$ cat src/rtl/i2c_seq_matcher.sv
// Passive I2C sniffer: matches a masked address and byte pattern,
// reports match/mismatch and streams every received byte.
module i2c_seq_matcher #(
  parameter int                   SYNC_STAGES = 2,
  parameter logic [6:0]           ADDR        = 7'h50,
  parameter logic [6:0]           ADDR_MASK   = 7'h7F,
  parameter logic                 RW_EXP      = 1'b0,
  parameter int                   PAT_LEN     = 4,
  parameter logic [8*PAT_LEN-1:0] PATTERN     = 32'hA5_3C_00_FF,
  parameter logic [8*PAT_LEN-1:0] PAT_MASK    = 32'hFFFF_FFFF,
  parameter bit                   CHECK_ACK   = 1'b1,
  localparam int                  IW = $clog2(PAT_LEN + 1)
) (
  input  logic          clk,
  input  logic          reset,
  input  logic          sda,
  input  logic          scl,
  input  logic          enable,
  output logic          match,
  output logic          mismatch,
  output logic [7:0]    byte_data,
  output logic          byte_valid,
  output logic [IW-1:0] byte_idx,
  output logic          busy,
  output logic [2:0]    state_out
);

  typedef enum logic [2:0] {
    S_IDLE = 3'd0,
    S_ADDR = 3'd1,
    S_AACK = 3'd2,
    S_DATA = 3'd3,
    S_DACK = 3'd4,
    S_DONE = 3'd5,
    S_WAIT = 3'd6
  } state_t;

  state_t state, state_n;

  logic [SYNC_STAGES-1:0] sda_sh, scl_sh;
  logic sda_h, scl_h;
  logic sda_s, scl_s;
  logic scl_rise, start_c, stop_c;

  logic [2:0]    cnt, cnt_n;
  logic [7:0]    sh, sh_n, sh_new;
  logic [IW-1:0] idx, idx_n, idx_inc;
  logic [7:0]    bd_n;
  logic          bv_n, m_n, mm_n;
  logic [7:0]    pat_b, pmask_b;
  logic          addr_ok, data_ok, ack_ok;
  logic          in_frame, last_byte;

  // Idle bus is high; seeding the chain with 1s avoids a fake edge.
  always_ff @(posedge clk or posedge reset) begin
    if (reset) begin
      sda_sh <= '1;
      scl_sh <= '1;
      sda_h  <= 1'b1;
      scl_h  <= 1'b1;
    end else begin
      sda_sh <= {sda_sh[SYNC_STAGES-2:0], sda};
      scl_sh <= {scl_sh[SYNC_STAGES-2:0], scl};
      sda_h  <= sda_sh[SYNC_STAGES-1];
      scl_h  <= scl_sh[SYNC_STAGES-1];
    end
  end

  assign sda_s    = sda_sh[SYNC_STAGES-1];
  assign scl_s    = scl_sh[SYNC_STAGES-1];
  assign scl_rise = scl_s & ~scl_h;
  assign start_c  = scl_s & scl_h & sda_h & ~sda_s;
  assign stop_c   = scl_s & scl_h & ~sda_h & sda_s;
  assign sh_new   = {sh[6:0], sda_s};

  always_comb begin
    pat_b   = '0;
    pmask_b = '0;
    for (int i = 0; i < PAT_LEN; i++) begin
      if (idx == IW'(i)) begin
        pat_b   = PATTERN[8*(PAT_LEN-1-i) +: 8];
        pmask_b = PAT_MASK[8*(PAT_LEN-1-i) +: 8];
      end
    end
  end

  assign addr_ok = (((sh_new[7:1] ^ ADDR) & ADDR_MASK) == 7'd0)
                 && (sh_new[0] == RW_EXP);
  assign data_ok = ((sh_new ^ pat_b) & pmask_b) == 8'd0;
  assign ack_ok  = !sda_s || !CHECK_ACK;

  assign in_frame = (state == S_ADDR) || (state == S_AACK)
                 || (state == S_DATA) || (state == S_DACK);

  assign last_byte = (idx == IW'(PAT_LEN));
  assign idx_inc   = last_byte ? idx : idx + 1'b1;

  always_comb begin
    state_n = state;
    cnt_n   = cnt;
    sh_n    = sh;
    idx_n   = idx;
    bd_n    = byte_data;
    bv_n    = 1'b0;
    m_n     = 1'b0;
    mm_n    = 1'b0;
    if (!enable) begin
      state_n = S_IDLE;
      cnt_n   = '0;
      idx_n   = '0;
    end else if (start_c) begin
      state_n = S_ADDR;
      cnt_n   = '0;
      idx_n   = '0;
      mm_n    = in_frame;
    end else if (stop_c) begin
      state_n = S_IDLE;
      cnt_n   = '0;
      mm_n    = in_frame;
    end else if (scl_rise) begin
      unique case (state)
        S_ADDR: begin
          sh_n  = sh_new;
          cnt_n = cnt + 3'd1;
          if (cnt == 3'd7) begin
            bv_n  = 1'b1;
            bd_n  = sh_new;
            idx_n = '0;
            if (addr_ok) begin
              state_n = S_AACK;
            end else begin
              mm_n    = 1'b1;
              state_n = S_WAIT;
            end
          end
        end
        S_AACK: begin
          if (ack_ok) begin
            state_n = S_DATA;
          end else begin
            mm_n    = 1'b1;
            state_n = S_WAIT;
          end
        end
        S_DATA: begin
          sh_n  = sh_new;
          cnt_n = cnt + 3'd1;
          if (cnt == 3'd7) begin
            bv_n  = 1'b1;
            bd_n  = sh_new;
            idx_n = idx_inc;
            if (data_ok) begin
              state_n = S_DACK;
            end else begin
              mm_n    = 1'b1;
              state_n = S_WAIT;
            end
          end
        end
        S_DACK: begin
          if (!ack_ok) begin
            mm_n    = 1'b1;
            state_n = S_WAIT;
          end else if (last_byte) begin
            m_n     = 1'b1;
            state_n = S_DONE;
          end else begin
            state_n = S_DATA;
          end
        end
        default: ;
      endcase
    end
  end

  always_ff @(posedge clk or posedge reset) begin
    if (reset) begin
      state      <= S_IDLE;
      cnt        <= '0;
      sh         <= '0;
      idx        <= '0;
      byte_data  <= '0;
      byte_valid <= 1'b0;
      match      <= 1'b0;
      mismatch   <= 1'b0;
    end else begin
      state      <= state_n;
      cnt        <= cnt_n;
      sh         <= sh_n;
      idx        <= idx_n;
      byte_data  <= bd_n;
      byte_valid <= bv_n;
      match      <= m_n;
      mismatch   <= mm_n;
    end
  end

  assign byte_idx  = idx;
  assign busy      = (state != S_IDLE);
  assign state_out = state;

endmodule

$ cat config.mk
export PLATFORM = sky130hd
export DESIGN_NAME = i2c_seq_matcher
export DESIGN_NICKNAME = d
export VERILOG_FILES = /design/src/rtl/i2c_seq_matcher.sv
export SDC_FILE = /design/constraint.sdc
export NUM_CORES = 1
export LEC_CHECK = 0
export ABC_AREA = 1
export CORE_MARGIN = 3
export CORE_UTILIZATION = 42
export CTS_CLUSTER_DIAMETER = 80
export DETAILED_ROUTE_END_ITERATION = 16
export SLEW_MARGIN = 0
export SYNTH_ARGS = -nofsm -noshare
export SYNTH_HDL_FRONTEND = slang
export SYNTH_SLANG_ARGS = --single-unit
$ cat constraint.sdc
create_clock -name clk -period 3.8 [get_ports clk]
set_input_delay 0.57 -clock clk [delete_from_list [all_inputs] [get_ports clk]]
set_output_delay 0.57 -clock clk [all_outputs]
set_load 0.02 [all_outputs]
==> impl_metrics.ini <==
[hold_path]
min_to = scl_sh[1]
hold_class = flip-flop to flip-flop
min_from = scl_sh[0]
hold-path-cell-count = 0

[timing]
clock_skew_ns = 0.00477
finalSetupViolCount = 0
timing.slew.headroom_pct = 23.9
hold_viol_final = 0
tightest_slew_ns = 1.14
fin_ws_ns = 1.74
rsz0062_at_grt = false
final.period_utilization_pct = 54.1
tns_ns = 0
fmax_mhz = 486
maxSlewViolCount = 0
period_needed_ns = 2.06

[clock_network]
h-tree-depth = 2
clock-root-buffer = clkbuf_8
clock_latency_ns = 0.29
cts_hold_buf = 0
clk_pin_slew_ns = 0.06
tritoncts.num_buffers = 5
cts_resized = 0
post_cts_buffers = 0
cts_buffer_depth = 2
cts.sinks = 33
tritoncts = built

[routing]
via_count = 1421
wl_per_cell_um = 12.3
drc = 0
drt-pass1-iter-count = 4
drt_iter0_markers = 107
vias_per_cell = 5.09
ant_nets = 0
routed_wirelength_mm = 3.44

[logic_synthesis]
synth-async-reset-ratio_pct = 100
synth_edf_count = 0
synth_nets = 213
ys.flop_type = dfrtp_1
synth_seq_cells = 33
yosysUniqueCellTypes = 28
synth_area_um2 = 1720
seq_area_frac_synth_pct = 48.5
synthCells = 201
postSynthAreaPerCell_um2 = 8.55
ys.warnings.count = 0

[placed_design]
dpl.hpwl_mm = 2.55
portBuffers = 22
post-place-ws_ns = 1.68
post-place-cells = 271
gp_routability_congestion = 0.986

[setup_path]
critPathMaxFanout = 5
critical_path_class = flip-flop to primary output
arrival_ns = 1.49
rrSetupSlack_ns = 1.89
reg2regPathDepth = 12
cp-end-kind = primary output
cp.required_ns = 3.23
reg2reg_to = mismatch
crit_path_start_kind = flip-flop
rr_startpoint = byte_idx[2]

[grt]
grt_pass1_vias = 1373
grt_util_all_layers_pct = 15.2
antenna_found_initial = 0
grt_first_pass_wirelength_mm = 5.95
grt_max_degree = 32
grt_overflow = 0

[flow_run]
max-cap-violations = 0

[cells_and_area]
synthToLayoutAreaGrowth_pct = 22.5
num-nets-final = 242
instances_no_fill = 279
most-common-layout-cells = nand2_1 (44), dfrtp_1 (27), clkdlybuf4s50_1 (22)
drive_above_1_share_pct = 19.0
layout_commonest_cell = nand2_1
antenna_cells = 0
fill_cells = 343

[floorplan]
dieHeight_um = 70.0
core_area_um2 = 3800
die_w_um = 70.0
dieArea_um2 = 4890
initial_utilization_pct = 45.2
placementRows = 22
io_pins = 23

[pwr]
power_density_nw_per_um2 = 375
p_total_w = 0.000789
p_leak_nw = 0.968
max-vdd-ir-drop_mv = 0.263

[status]
outcome = finished clean
flip-flops by register name (all words and copies together), names as in the netlist:
| register | count |
|---|---|
| sda_sh | 2 |
| scl_h | 1 |
| state_out | 3 |
| byte_valid | 1 |
| byte_idx | 3 |
| sh | 7 |
| mismatch | 1 |
| byte_data | 8 |
| scl_sh | 2 |
| sda_h | 1 |
| cnt | 3 |
| match | 1 |
stage by stage:
stage | cell area, um2 | util, % | hold WS, ns
after floorplan | 1720 | - | 0.345
after global placement | 2000 | 52.6 | 0.346
after detailed placement | 2000 | 52.6 | 0.348
after CTS | 2100 | 55.4 | 0.357
after global routing | 2100 | 55.4 | 0.361
final | 2100 | 55.4 | 0.357
cell families after synthesis:
family          count (synthesis)  synth area share (%)
compound gates                 32                  11.2
xor+xnor                        1                 0.510
fa+ha+maj                       7                  5.10
buf+inv                        32                  8.30
flops                          33                  48.5
simple gates                   96                  26.4
worst max path at each step:
stage,start,end
5_1_grt,byte_idx[2],byte_idx[2]
2_1_floorplan,byte_idx[2],mismatch
6_report,state_out[0],busy
4_1_cts,byte_idx[2],byte_idx[2]
3_3_place_gp,enable,byte_data[3]
3_5_place_dp,enable,byte_data[4]
per-layer routing:
layer  vias to the layer above  part of all wire [%]  track usage, %
met5                         -                     0               0
met4                         0                   2.2            6.38
met3                         9                   5.5            5.47
met2                        39                    44            24.1
met1                       670                    48            18.6
li1                        703                     -               -
cells in the mapped netlist, types with 3 or more instances:
cell,number,area (um2)
inv_2,8,30.0
o21ai_1,14,70.1
nand3_1,12,60.1
nand2_2,4,25.0
o21ai_0,8,40.0
dfstp_2,6,158
a21oi_1,5,25.0
ha_1,7,87.6
nor2_2,7,43.8
inv_1,21,78.8
nor3_1,3,15.0
nor2_1,16,60.1
nand2_1,44,165
dfrtp_1,27,676
final cells by class:
class,instances,area (um2),area share [%]
Inverter,30,126,6.00
Tap cell,48,60.1,2.85
Multi-Input combinational cell,136,742,35.3
Clock buffer,6,72.6,3.45
Clock inverter,2,35.0,1.66
Sequential cell,33,833,39.6
Timing Repair Buffer,24,235,11.2
report_power, final:
group	leakage (nW)	total, W	switching [W]	internal, W
sequential	0.411	0.000392	0.0000198	0.000373
combinational	0.502	0.0000729	0.0000473	0.0000256
clock	0.0552	0.000324	0.000129	0.000194
worst max-delay path, cell delays in order (launching register included):
cell and delay, ns:
dfrtp_1 0.42, inv_2 0.09, nand3_1 0.09, clkdlybuf4s50_1 0.60
Note: power is estimated with default switching activity, not from simulation.
==> patch 1, RTL diff (same settings) <==
Change the parameter `SYNC_STAGES` from 2 to 4.
--- a/src/rtl/i2c_seq_matcher.sv
+++ b/src/rtl/i2c_seq_matcher.sv
@@ -1,7 +1,7 @@
 // Passive I2C sniffer: matches a masked address and byte pattern,
 // reports match/mismatch and streams every received byte.
 module i2c_seq_matcher #(
-  parameter int                   SYNC_STAGES = 2,
+  parameter int                   SYNC_STAGES = 4,
   parameter logic [6:0]           ADDR        = 7'h50,
   parameter logic [6:0]           ADDR_MASK   = 7'h7F,
   parameter logic                 RW_EXP      = 1'b0,
Formal check against the unedited RTL: not equivalent (a bounded check fails within 4 cycles, from zero or initial values and one cycle with reset high).
==> patch 1 against the unedited design <==
Critical path depth stayed put; first-iteration DRC count shrank 45%; sequential share of layout area rose by 3.8 points; design area grew 2.7%; sequential cell count rose by 4; power down 3.5%; setup slack lost 33 ps; routed wire length is 4.8% higher; area after synthesis increased by 5.6%; count of clock-buffer cells in the layout is the same.
==> patch 1: results <==
set metrics [dict create \
    status "finished clean" \
    antenna_found_initial 0 \
    drt_iter0_markers 59 \
    finalNetCount 243 \
    vdd_drop_max_v 0.000263 \
    met3RoutedLength_um 81 \
    numCtsBuffers 5 \
    min_path_type "reg -> reg" \
    vias 1398 \
    place_inst 274 \
    synth_nets 215 \
    postCtsResizedCells 0 \
    top_regs "byte_data (8), sh (7)" \
    cp_max_fo 6 \
    fin_skew_ps 8.17 \
    path_clk_slew_ps 70 \
    drv_cap 0 \
    cts_root_buffer "clkbuf_8" \
    tightest_slew_ps 522 \
    clockBufferDepth 2 \
    switching_share 0.249 \
    dpl.hpwl_mm 2.84 \
    use_met2 0.241 \
    synth.distinct_cells 24 \
    synthTopCellsByArea "dfrtp_1 37%, dfstp_2 14%, nand2_1 9.5%, inv_1 6.6%, ha_1 4.8%" \
    topRoutingLayerUsed "met4" \
    dominantRegCellSynth "dfrtp_1" \
    htreeDepth 2 \
    synth_cells 203 \
    synthArstFlopShare 1.00 \
    wl_met2_mm 1.81 \
    synth_common_cells "46 x nand2_1, 32 x inv_1, 27 x dfrtp_1" \
    grt_max_degree 23 \
    diodes 0 \
    gp_congestion 0.958 \
    track_usage 0.160 \
    cts_setup_buffers 0 \
    synth_warnings 0 \
    grtUsageMet1 0.217 \
    wire_per_inst_um 12.8 \
    n_fill_cell 390 \
    dr.pass1.iters 4 \
    placed_area_sq_um 2080 \
    ys_seq_area_frac 0.517 \
    arrival_ps 1520 \
    wl_met1_mm 1.66 \
    drive_gt1_frac 0.147 \
    p_leak_nw 1.03 \
    grt_pass1_wl_mm 6.44 \
    io_buffers 22 \
    avgViaCountPerCell 4.96 \
    grtUsageMet3 0.0393 \
    clk_latency_ps 280 \
]
[patch 1: cell types whose count changed after synthesis, moves of 6 or more]
cell | unedited run | this run
o21ai_1 | 14 | 0
inv_1 | 21 | 32
o21ai_0 | 8 | 15
o21ai_2 | 0 | 7
inv_2 | 8 | 2
nor2_2 | 7 | 1
[patch 1: logic make-up after synthesis]
family          after synthesis  synth area share
compound gates               39             0.140
fa+ha+maj                     7            0.0483
buf+inv                      36            0.0848
flops                        37             0.517
simple gates                 84             0.210
[patch 1: layout make-up]
class,instances,share of cell area
clock inverter,2,0.00463
timing repair buffer,23,0.105
multi-input combinational,130,0.334
inverter,34,0.0591
tap,50,0.0290
sequential,37,0.434
clock buffer,6,0.0336
[patch 1: stage by stage]
stage / util / worst slack [ps]
5_1_grt: 0.529 / 1640
3_3_place_gp: 0.509 / 1670
3_5_place_dp: 0.509 / 1530
4_1_cts: 0.529 / 1700
6_report: 0.529 / 1710
2_1_floorplan: - / 2060
[patch 1: power by group through the flow]
stage	Combinational, mW	Clock, mW	Sequential, mW
2_1_floorplan	0.0531	0	0.438
3_3_place_gp	0.0720	0	0.442
3_5_place_dp	0.0748	0	0.443
4_1_cts	0.0751	0.266	0.436
5_1_grt	0.0843	0.289	0.439
6_report	0.0733	0.252	0.436
[patch 1: final timing paths]
check,cells after the start,start,to,slack (ps)
setup reg to reg,12,byte_idx[0],mismatch,1860
min in group asynchronous,2,reset,state_out[2],630
setup / recovery,3,state_out[2],busy,1710
max in group asynchronous,3,reset,byte_data[7],2490
hold reg to reg,0,scl_sh[2],scl_sh[3],360
hold / removal,0,scl_sh[2],scl_sh[3],360
[patch 1: critical path, cell delays in order (launching register included)]
cell and delay (ps):
dfrtp_1 470, inv_1 100, nand2_1 80, clkdlybuf4s50_1 590
==> patch 2, RTL diff (config.mk and constraints unchanged) <==
Made on the original files. Register the inputs `sda`, `scl` and `enable` before use. The logic sees them one clock later.
--- a/src/rtl/i2c_seq_matcher.sv
+++ b/src/rtl/i2c_seq_matcher.sv
@@ -35,6 +35,16 @@
     S_WAIT = 3'd6
   } state_t;
 
+  logic sda_q;
+  logic scl_q;
+  logic enable_q;
+
+  always_ff @(posedge clk) begin
+    sda_q    <= sda;
+    scl_q    <= scl;
+    enable_q <= enable;
+  end
+
   state_t state, state_n;
 
   logic [SYNC_STAGES-1:0] sda_sh, scl_sh;
@@ -59,8 +69,8 @@
       sda_h  <= 1'b1;
       scl_h  <= 1'b1;
     end else begin
-      sda_sh <= {sda_sh[SYNC_STAGES-2:0], sda};
-      scl_sh <= {scl_sh[SYNC_STAGES-2:0], scl};
+      sda_sh <= {sda_sh[SYNC_STAGES-2:0], sda_q};
+      scl_sh <= {scl_sh[SYNC_STAGES-2:0], scl_q};
       sda_h  <= sda_sh[SYNC_STAGES-1];
       scl_h  <= scl_sh[SYNC_STAGES-1];
     end
@@ -104,7 +114,7 @@
     bv_n    = 1'b0;
     m_n     = 1'b0;
     mm_n    = 1'b0;
-    if (!enable) begin
+    if (!enable_q) begin
       state_n = S_IDLE;
       cnt_n   = '0;
       idx_n   = '0;
Check against the original RTL: not equivalent (a bounded check fails within 4 cycles, from zero or initial values and one cycle with reset high).
==> patch 2 against the unedited design <==
Critical path depth unchanged; combinational power down 46%; clock skew hardly changed; sequential cell count increased by 3; setup slack worse by 86 ps; design area up 3.2%; via count decreased by 0.91%; routed wire length down 1.5%; power fell by 9.1%; die area grew 4.7%; area after synthesis up 5.1%.
==> patch 2: results <==
set metrics [dict create \
    drive_gt1_frac 0.164 \
    multi_input_area_sq_um 759 \
    arrival_ps 1570 \
    vias 1408 \
    hold_start "sda_q" \
    grt_max_degree 30 \
    synth.distinct_cells 29 \
    grtUsageMet3 0.0477 \
    inv_count 32 \
    slowest_delay_ps 540 \
    synth_seq_cells 36 \
    fin_ws_ps 1660 \
    vdd_drop_max_v 0.000212 \
    synthArstFlopShare 0.917 \
    layout.nonclk_buf_frac 0.108 \
    clkCellAreaFrac 0.0432 \
    multi_input_gates 138 \
    wl_met1_mm 1.66 \
    met3RoutedLength_um 90 \
    dp_slack_ps 1790 \
    grt_pass1_wl_mm 6.13 \
    drt_iter0_markers 103 \
    synth_common_cells "60 x nand2_1, 27 x dfrtp_1, 24 x inv_1" \
    clk_latency_ps 280 \
    wirelength_mm 3.39 \
    synth_nets 220 \
    use_met2 0.234 \
    tightest_slew_ps 1070 \
    grtUsageMet1 0.205 \
    status "finished clean" \
    wl_met2_mm 1.59 \
    startpoint "state_out[1]" \
    regArea_sq_um 893 \
    dpl.hpwl_mm 2.57 \
    ys_seq_area_frac 0.495 \
    gp_congestion 0.846 \
    worst_hold_path.endpoint "sda_sh[0]" \
    p_leak_nw 1.06 \
    critPathSlowestCell "clkdlybuf4s50_1" \
    whs_ps 295 \
    r2r_slack_ps 1860 \
    n_fill_cell 403 \
    synthTopCellsByArea "dfrtp_1 37%, nand2_1 12%, dfstp_2 8.7%, inv_1 5.0%, ha_1 4.9%" \
    finalNetCount 249 \
    track_usage 0.152 \
    fin_skew_ps 4.72 \
    final.clkbuf_count 7 \
    reg2reg_depth 15 \
    regToRegStartpoint "byte_idx[0]" \
]
patch 2: cell types whose count changed after synthesis, sizes merged, moves of 2 or more:
| cell | change |
|---|---|
| a21oi | -2 |
| dfxtp | +3 |
| inv | +2 |
| nand2 | +14 |
| nor2 | -6 |
| nor3 | -4 |
| o21ai | -2 |
patch 2: power breakdown:
group          internal [mW]  leakage, nW  switching (mW)  total [mW]
sequential             0.393        0.465         0.00606       0.399
combinational         0.0135        0.549          0.0258      0.0392
clock                  0.147       0.0445           0.132       0.279
patch 2: per-stage QoR:
step	instance area, sq um	utilization	cells
floorplan	1810	-	208
global placement	2080	0.509	280
detailed placement	2080	0.509	280
CTS	2170	0.532	288
global route	2170	0.532	288
finish	2170	0.532	288
patch 2: cells by family after synthesis:
| family | share of synthesized area |
|---|---|
| AND/OR/NAND/NOR | 0.256 |
| buffers and inverters | 0.0845 |
| adder cells (fa/ha/maj) | 0.0485 |
| flip-flops | 0.495 |
| AO/OA/AOI/OAI | 0.116 |
